[src/rtl/snake_pkg.sv]
// rtl/snake_pkg.sv - shared types, widths and defaults for the snake game engine
package snake_pkg;

    localparam int GRID_W_DEF  = 16;
    localparam int GRID_H_DEF  = 16;
    localparam int MAX_LEN_DEF = 32;

    localparam int XW = 4;   // column coordinate width
    localparam int YW = 4;   // row coordinate width
    localparam int LW = 6;   // length / index width (holds 0..MAX_LEN)

    typedef enum logic [1:0] {UP = 2'd0, DN = 2'd1, LT = 2'd2, RT = 2'd3} dir_t;

    typedef struct packed {
        logic [XW-1:0] x;
        logic [YW-1:0] y;
    } pos_t;

    typedef enum logic [1:0] {IDLE = 2'd0, RUN = 2'd1, DEAD = 2'd2} eng_state_t;

    function automatic dir_t reverse_dir(input dir_t d);
        case (d)
            UP:      return DN;
            DN:      return UP;
            LT:      return RT;
            default: return LT;
        endcase
    endfunction

endpackage

[src/rtl/snake_move_tick.sv]
// rtl/snake_move_tick.sv - difficulty-selected move tick divider with enable and clear
// Ports: clk, rst (async, active-high), clear (restart count), enable (count while high),
//        difficulty (0 normal, 1 hard; sampled on clear and at each wrap), tick (terminal count).
module snake_move_tick #(
    parameter int TICK_NORMAL = 5000000,
    parameter int TICK_HARD   = 2500000
) (
    input  logic clk,
    input  logic rst,
    input  logic clear,
    input  logic enable,
    input  logic difficulty,
    output logic tick
);
    localparam int TMAX = (TICK_NORMAL > TICK_HARD) ? TICK_NORMAL : TICK_HARD;
    localparam int CW   = $clog2(TMAX + 1);

    logic [CW-1:0] cnt;
    logic [CW-1:0] limit;
    logic [CW-1:0] limit_sel;

    assign limit_sel = difficulty ? CW'(TICK_HARD) : CW'(TICK_NORMAL);
    assign tick      = enable && (cnt == limit - CW'(1));

    always_ff @(posedge clk or posedge rst) begin
        if (rst) begin
            cnt   <= '0;
            limit <= CW'(TICK_NORMAL);
        end else if (clear) begin
            cnt   <= '0;
            limit <= limit_sel;
        end else if (enable) begin
            if (cnt == limit - CW'(1)) begin
                cnt   <= '0;
                limit <= limit_sel;   // period only changes on a wrap
            end else begin
                cnt <= cnt + CW'(1);
            end
        end
    end

endmodule

[src/rtl/snake_game_engine.sv]
// rtl/snake_game_engine.sv - snake motion, body buffer, food placement and collision engine
// Ports: clk, rst (async, active-high); rst_game/en_s/en_f/stage/difficulty from the game FSM;
//        btn_up/dn/lt/rt active-low; food_collision/game_over 1-cycle pulses; head/food
//        coordinates, food_valid, length, score; rd_idx -> rd_x/rd_y/rd_valid display port.
// Optional build macro: WRAP_WALLS_EN (edges wrap, only self-hit ends the game).
module snake_game_engine
    import snake_pkg::*;
#(
    parameter int          GRID_W      = GRID_W_DEF,
    parameter int          GRID_H      = GRID_H_DEF,
    parameter int          MAX_LEN     = MAX_LEN_DEF,
    parameter int          TICK_NORMAL = 5000000,
    parameter int          TICK_HARD   = 2500000,
    parameter logic [15:0] LFSR_SEED   = 16'hACE1
) (
    input  logic          clk,
    input  logic          rst,
    input  logic          rst_game,
    input  logic          en_s,
    input  logic          en_f,
    input  logic          stage,
    input  logic          difficulty,
    input  logic          btn_up,
    input  logic          btn_dn,
    input  logic          btn_lt,
    input  logic          btn_rt,
    output logic          food_collision,
    output logic          game_over,
    output logic [XW-1:0] head_x,
    output logic [YW-1:0] head_y,
    output logic [XW-1:0] food_x,
    output logic [YW-1:0] food_y,
    output logic          food_valid,
    output logic [LW-1:0] length,
    output logic [7:0]    score,
    input  logic [LW-1:0] rd_idx,
    output logic [XW-1:0] rd_x,
    output logic [YW-1:0] rd_y,
    output logic          rd_valid
);
    localparam int IW = $clog2(MAX_LEN);

    eng_state_t  state;
    pos_t        body [MAX_LEN];
    logic [LW-1:0] len;
    dir_t        dir, pend, btn_dir;
    logic [15:0] lfsr;
    logic        placing;
    pos_t        food, nxt, cand;
    logic        btn_any, at_edge, wall_hit, self_hit, cand_on_body, tick, move;

    snake_move_tick #(.TICK_NORMAL(TICK_NORMAL), .TICK_HARD(TICK_HARD)) u_tick (
        .clk        (clk),
        .rst        (rst),
        .clear      (rst_game),
        .enable     (state == RUN && stage),
        .difficulty (difficulty),
        .tick       (tick)
    );

    assign move = tick && (state == RUN);

    always_comb begin
        btn_any = !(btn_up && btn_dn && btn_lt && btn_rt);
        if (!btn_up)      btn_dir = UP;
        else if (!btn_dn) btn_dir = DN;
        else if (!btn_lt) btn_dir = LT;
        else              btn_dir = RT;

        // nxt always holds the wrapped coordinate; at_edge says whether we crossed a border
        nxt     = body[0];
        at_edge = 1'b0;
        case (pend)
            UP: if (body[0].y == '0) begin at_edge = 1'b1; nxt.y = YW'(GRID_H - 1); end
                else nxt.y = body[0].y - YW'(1);
            DN: if (body[0].y == YW'(GRID_H - 1)) begin at_edge = 1'b1; nxt.y = '0; end
                else nxt.y = body[0].y + YW'(1);
            LT: if (body[0].x == '0) begin at_edge = 1'b1; nxt.x = XW'(GRID_W - 1); end
                else nxt.x = body[0].x - XW'(1);
            default: if (body[0].x == XW'(GRID_W - 1)) begin at_edge = 1'b1; nxt.x = '0; end
                else nxt.x = body[0].x + XW'(1);
        endcase

        // the tail segment moves away during this step, so it cannot be hit
        self_hit = 1'b0;
        for (int i = 0; i < MAX_LEN; i++)
            if (i < int'(len) - 1 && body[i] == nxt) self_hit = 1'b1;

        cand.x = XW'(int'(lfsr[7:0]) % GRID_W);
        cand.y = YW'(int'(lfsr[15:8]) % GRID_H);
        cand_on_body = 1'b0;
        for (int i = 0; i < MAX_LEN; i++)
            if (i < int'(len) && body[i] == cand) cand_on_body = 1'b1;
    end

`ifdef WRAP_WALLS_EN
    assign wall_hit = 1'b0;
`else
    assign wall_hit = at_edge;
`endif

    always_ff @(posedge clk or posedge rst) begin
        if (rst) begin
            state          <= IDLE;
            for (int i = 0; i < MAX_LEN; i++) body[i] <= '0;
            len            <= '0;
            score          <= '0;
            dir            <= RT;
            pend           <= RT;
            lfsr           <= LFSR_SEED;
            placing        <= 1'b0;
            food           <= '0;
            food_valid     <= 1'b0;
            food_collision <= 1'b0;
            game_over      <= 1'b0;
        end else begin
            food_collision <= 1'b0;
            game_over      <= 1'b0;
            if (rst_game) begin
                state      <= en_s ? RUN : IDLE;
                for (int i = 1; i < MAX_LEN; i++) body[i] <= '0;
                body[0]    <= '{x: XW'(GRID_W / 2), y: YW'(GRID_H / 2)};
                len        <= LW'(1);
                score      <= '0;
                food_valid <= 1'b0;
                placing    <= 1'b0;
                dir        <= RT;
                pend       <= RT;
            end else begin
                if (state == RUN && btn_any && !(len > LW'(1) && btn_dir == reverse_dir(dir)))
                    pend <= btn_dir;

                if (move) begin
                    if (wall_hit || self_hit) begin
                        game_over <= 1'b1;
                        state     <= DEAD;
                    end else begin
                        for (int i = MAX_LEN - 1; i > 0; i--) body[i] <= body[i-1];
                        body[0] <= nxt;
                        dir     <= pend;
                        if (food_valid && nxt == food) begin
                            if (len != LW'(MAX_LEN)) len <= len + LW'(1);
                            if (score != 8'd255) score <= score + 8'd1;
                            food_valid     <= 1'b0;
                            food_collision <= 1'b1;
                        end
                    end
                end

                // placement: step the LFSR every cycle until a candidate lands off the body
                if (en_f) begin
                    placing    <= 1'b1;
                    food_valid <= 1'b0;
                end else if (placing) begin
                    lfsr <= {lfsr[0] ^ lfsr[2] ^ lfsr[3] ^ lfsr[5], lfsr[15:1]};
                    if (!cand_on_body) begin
                        food       <= cand;
                        food_valid <= 1'b1;
                        placing    <= 1'b0;
                    end
                end
            end
        end
    end

    assign head_x   = body[0].x;
    assign head_y   = body[0].y;
    assign food_x   = food.x;
    assign food_y   = food.y;
    assign length   = len;
    assign rd_valid = rd_idx < len;
    assign rd_x     = rd_valid ? body[rd_idx[IW-1:0]].x : '0;
    assign rd_y     = rd_valid ? body[rd_idx[IW-1:0]].y : '0;

endmodule

[config.mk]
export PLATFORM = sky130hd
export DESIGN_NAME = snake_game_engine
export DESIGN_NICKNAME = d
export VERILOG_FILES = /design/src/rtl/snake_pkg.sv /design/src/rtl/snake_move_tick.sv /design/src/rtl/snake_game_engine.sv
export SDC_FILE = /design/constraint.sdc
export NUM_CORES = 1
export LEC_CHECK = 0
export BUFFER_PORTS_ARGS = -buffer_cell sky130_fd_sc_hd__buf_2
export CAP_MARGIN = 20
export CORE_ASPECT_RATIO = 1.1
export CORE_UTILIZATION = 30
export DETAILED_ROUTE_END_ITERATION = 16
export GPL_ROUTABILITY_DRIVEN = 0
export PLACE_DENSITY_LB_ADDON = 0.08
export SLEW_MARGIN = 20
export SYNTH_ARGS = -nofsm -noshare
export SYNTH_HDL_FRONTEND = slang
export SYNTH_HIERARCHICAL = 1
export SYNTH_SLANG_ARGS = --single-unit
[constraint.sdc]
create_clock -name clk -period 25.4 [get_ports clk]
set_input_delay 3.81 -clock clk [delete_from_list [all_inputs] [get_ports clk]]
set_output_delay 3.81 -clock clk [all_outputs]
set_load 0.1 [all_outputs]
== Yosys cells after proc, flatten, opt, wreduce, memory -nomap -nowiden ==
Index checks and enable logic that the tools add are counted.

* Register bits after elaboration: 350

* $add $sub $neg: 9
* Equal/unequal tests: 77
* Multiplexer cells: 132
* Reduce and logical (&&, ||, !) cells: 97
* Bitwise operators: 7
* Magnitude comparators: 67

{| class="wikitable"
|+ Operator list
! cell !! count
|-
| 256-bit 2-to-1 mux || 3
|-
| 8-bit == test || 65
|-
| 23-bit 2-to-1 mux || 7
|-
| 6-bit by 7-bit less-than comparator with 1-bit output, first input constant || 16
|-
| 5-bit by 6-bit less-than comparator with 1-bit output, first input constant || 16
|-
| 1-bit 2-to-1 mux || 88
|-
| 1-bit logical AND || 74
|-
| 5-bit by 7-bit less-than comparator with 1-bit output, first input constant || 8
|-
| 8-bit 2-to-1 mux || 7
|-
| 4-bit by 6-bit less-than comparator with 1-bit output, first input constant || 8
|-
| 8-bit binary-select mux with 5-bit select || 1
|-
| 6-bit 2-to-1 mux || 5
|-
| 4-bit by 7-bit less-than comparator with 1-bit output, first input constant || 4
|-
| 3-bit by 6-bit less-than comparator with 1-bit output, first input constant || 4
|-
| 4-bit 2-to-1 mux || 6
|-
| 23-bit by 1-bit adder with 23-bit output, second input constant || 1
|-
| 23-bit == test || 1
|-
| 23-bit by 1-bit subtractor with 23-bit output, second input constant || 1
|-
| 2-bit 2-to-1 mux || 11
|-
| 4-bit case mux with 2 select lines || 2
|-
| 2-bit nonzero test || 8
|-
| 3-bit by 7-bit less-than comparator with 1-bit output, first input constant || 2
|-
| 1-bit by 6-bit less-than comparator with 1-bit output, first input constant || 2
|-
| 2-bit by 6-bit less-than comparator with 1-bit output, first input constant || 2
|-
| 30 further kinds || 47
|}

== Longest topological paths before layout ==
* Depth after elaboration: 44
* Mapped depth: 19
* Gate-level depth less buffers: 13

== Cells and area by module ==
Netlist, hierarchy kept.

{| class="wikitable"
|+ By module, submodules not included
! module !! area an instance (um^2) !! cells each !! times used
|-
| snake_game_engine || 24,188.2 || 2,446 || 1
|-
| snake_move_tick || 1,483.9 || 158 || 1
|}

== Least setup slack after synthesis ==
OpenSTA, ideal clock, no wires.

* Path type: input -> output
* Start point: input rd_idx[0]
* End point: output rd_y[1]
* Buffers on the path: 2
* Slack: 14,992 ps
* Cell stages on the path: 6
* Data required time: 21,590 ps
* Arrival time: 6,598 ps
* Cells stage by stage: clkbuf_1 buf_1 mux4_2 mux4_2 mux2i_1 nor2_1

* Word-level cells in the longest chain between the ends: 5

{| class="wikitable"
|+ Ends and longest elaborated chain
! element !! line !! text
|-
| from (decl) || snake_game_engine.sv:36 || <nowiki>input logic [LW-1:0] rd_idx,</nowiki>
|-
| 5-bit NOT with 6-bit output (not written as such) || snake_game_engine.sv:173 || <nowiki>assign rd_y = rd_valid ? body[rd_idx[IW-1:0]].y : '0;</nowiki>
|-
| 8-bit binary-select mux with 5-bit select || snake_game_engine.sv:173 ||
|-
| 8-bit 2-to-1 mux (not written as such) (2 in a row) || snake_game_engine.sv:173 ||
|-
| 4-bit 2-to-1 mux (*) || snake_game_engine.sv:173 ||
|-
| to (decl) || snake_game_engine.sv:38 || <nowiki>output logic [YW-1:0] rd_y,</nowiki>
|}

Every way passes the cells marked *; elsewhere a longest branch is shown, timed or not. The select of a mux whose other input is x is not followed.

== Final worst setup path ==
* Start point: input rd_idx[0]
* End point: output rd_y[0]

Same word-level chain as after synthesis.

==> impl_metrics.toml <==
[final_layout]
syn_to_final_growth_pct = 9.455
layout-drive-gt1-share = 0.1425
layout.nets = 2585

[placed_design]
io_buffers = 58
dp.final_hpwl_mm = 91.68

[logic_synthesis]
synth_top_family_by_area = "XOR/XNOR gates"
synthAdderAreaFrac = 0.007798
ys_ff_latch = 329
synth.distinct_cells = 109
synth_xor_area_frac = 0.1868
synth-simple-area-share = 0.1484
synthFlopType = "dfrtp_1"
synth_top_area_frac = 0.3080
synthMuxAreaShare = 0.1816
yosysWarningCount = 6
async_flop_share = 1.000
synthTopCellsByCount = "nand2_1, dfrtp_1, xnor2_1, mux2i_1, xor2_1"
synth.yosys.seq_area_share = 0.3213
yosys.area.top_type = "dfrtp_1"
syn_inst = 2604
avgSynthCellArea_um2 = 9.859
syn_area_um2 = 25670
synthTopCellsByArea = "dfrtp_1, xnor2_1, mux2i_1"
yosysMostFrequentCell = "nand2_1"
synth_compound_area_frac = 0.1018
synth-edff-count = 0
syn_nets = 2637

[detailed_routing]
antenna_left = 0
drc = 0
wl_per_cell_um = 33.15
viasPerCell = 5.983
first_pass_iters = 8
drtIter0Drc = 2863
vias = 22290
wl_mm = 123.5

[clocking]
root_buffer = "clkbuf_16"
cts_tree = "done"
numCtsBuffers = 41
cts_resized = 0
clk_latency_ns = 0.60
clock-sinks = 329
post_cts_buffers = 0
ctsHoldBuffers = 0
htreeDepth = 2
cts_buffer_depth = 3
clk_pin_slew_worst_paths_ns = 0.06

[worst_setup_path]
critical_path.max_stage_delay_ns = 0.83
path_max_fanout = 58
worst-path-buf-inv = 3
end_kind = "output port"
startpoint = "rd_idx[0]"
worst_ep_arrival_time_ns = 6.90
path_class = "input port to output port"
path_cells = "buf_4, buf_4, mux4_2, mux4_2, mux2i_1, nor2_1, buf_2"
cpLargestDelayFamily = "multiplexers"
cp-start-kind = "input port"
cp_slowest_cell = "buf_4"
required_ns = 21.59
r2r_start = "head_y[1]$_DFFE_PP0P_"

[timing]
hold_violations = 0
fin_crit_sh = 0.4216
finalClockSkew_ns = 0.02846
slew_viol_final = 0
max_slew_margin = 0.2111
rsz0062_at_grt = "false"
setup-violations-final = 0
holdWs_ns = 0.4821
worstMarginPinSlew_ns = 1.178
finalCriticalPeriod_ns = 10.71
clock.fmax_mhz = 93.38
finalSetupTns_ns = 0

[hold_path]
hp-start = "state[1]$_DFFE_PP0P_"
hold_class = "flop to flop"

[power]
power.density_nw_per_um2 = 48.68
ir_drop_mv = 0.05057
leakage_nw = 11.21

[die]
core-area_um2 = 84780
die_w_um = 280.9
io_pins = 59
die-height_um = 308.8
initial_utilization = 0.3028
rows = 112
die_area_um2 = 86750

[grt]
grt_pass1_vias = 21620
grt_max_degree = 137
antenna_found_initial = 13
overflow = 0
grt_pass1_wl_mm = 174.4
track_usage = 0.2840

[job]
cap_violations = 0

[outcome]
status = "finished, final reports clean"
[registers in the layout (all words and copies together) (netlist names)]
| signal | cells |
|---|---|
| placing | 1 |
| u_tick/limit | 2 |
| state | 2 |
| lfsr | 16 |
| u_tick/cnt | 23 |
| food_collision | 1 |
| head_y | 4 |
| score | 8 |
| food_y | 4 |
| head_x | 4 |
| body | 248 |
| food_x | 4 |
| pend | 2 |
| length | 6 |
| game_over | 1 |
| food_valid | 1 |
| dir | 2 |
[per-stage QoR]
stage	total power (W)	worst slack (ns)	instances	area, µm²	util
6_report	0.001368	14.69	3725	28100	0.3314
5_1_grt	0.001420	14.59	3723	28090	0.3314
4_1_cts	0.001380	14.76	3723	28090	0.3313
3_5_place_dp	0.0007644	14.77	3649	26710	0.3151
3_3_place_gp	0.0007614	14.81	3649	26700	0.3149
2_1_floorplan	0.0007012	13.21	2604	25670	-
[report_power, final]
part,switching [W],internal (W),total [W]
sequential,0.0000141,0.000531,0.000545
combinational,0.000140,0.0000746,0.000215
clock,0.000247,0.000361,0.000608
total,0.000401,0.000967,0.00137
[worst paths after layout]
kind,to,slack (ns),depth (start not counted)
hold reg to reg,state[1]$_DFFE_PP0P_,0.48,1
setup / recovery,rd_y[0],14.69,7
hold / removal,state[1]$_DFFE_PP0P_,0.48,1
min in group asynchronous,u_tick/cnt[13]$_DFFE_PP0P_,3.35,2
max in group asynchronous,body[151]$_DFFE_PP0P_,20.61,3
setup reg to reg,body[133]$_DFFE_PP0P_,17.89,15
[logic make-up after synthesis]
kind of cell / count (synthesis)
simple gates: 769
xor+xnor: 524
mux: 362
compound gates: 361
flops: 329
buf+inv: 243
fa+ha+maj: 16
[cells in the final DEF (no fill, tap or decap), types with 9 or more instances in the layout]
cell and instances:
buf_4 62, clkbuf_1 11, a32oi_1 14, xnor2_1 300, nor2b_1 16, buf_2 56
nand3_1 68, nand2_1 324, a2111oi_0 14, o2111ai_1 11, dfstp_2 13, nor4_1 46
xnor3_1 12, dfrtp_1 307, ha_1 16, inv_1 24, mux2_2 27, o211ai_1 19
or4_1 17, o21ai_0 65, mux2i_1 254, dfrtp_2 9, xor2_1 208, a211oi_1 12
a21oi_1 76, and3_1 13, a31oi_1 11, nor2_1 99, mux4_2 80, clkbuf_16 41
nand4_1 71, nand2b_1 12, nor3_1 45
[per-layer routing]
layer	GRT usage	routed length, µm	part of all wire	up-vias
met5	0.003902	157	0.0013	-
met4	0.1594	7853	0.064	20
met3	0.08225	12450	0.10	384
met2	0.4327	54300	0.44	1297
met1	0.3585	48730	0.39	11300
li1	-	-	-	9286
[final cells by class]
class                      count  area, µm²
sequential                   329       8260
tap                         1140       1426
clock buffer                  59       1164
antenna                        2      5.005
timing repair buffer         120      785.8
clock inverter                15      212.7
multi-input combinational   2032      16130
fill                        8681      56680
inverter                      28      120.1
Note: power is estimated with default switching activity, not from simulation.
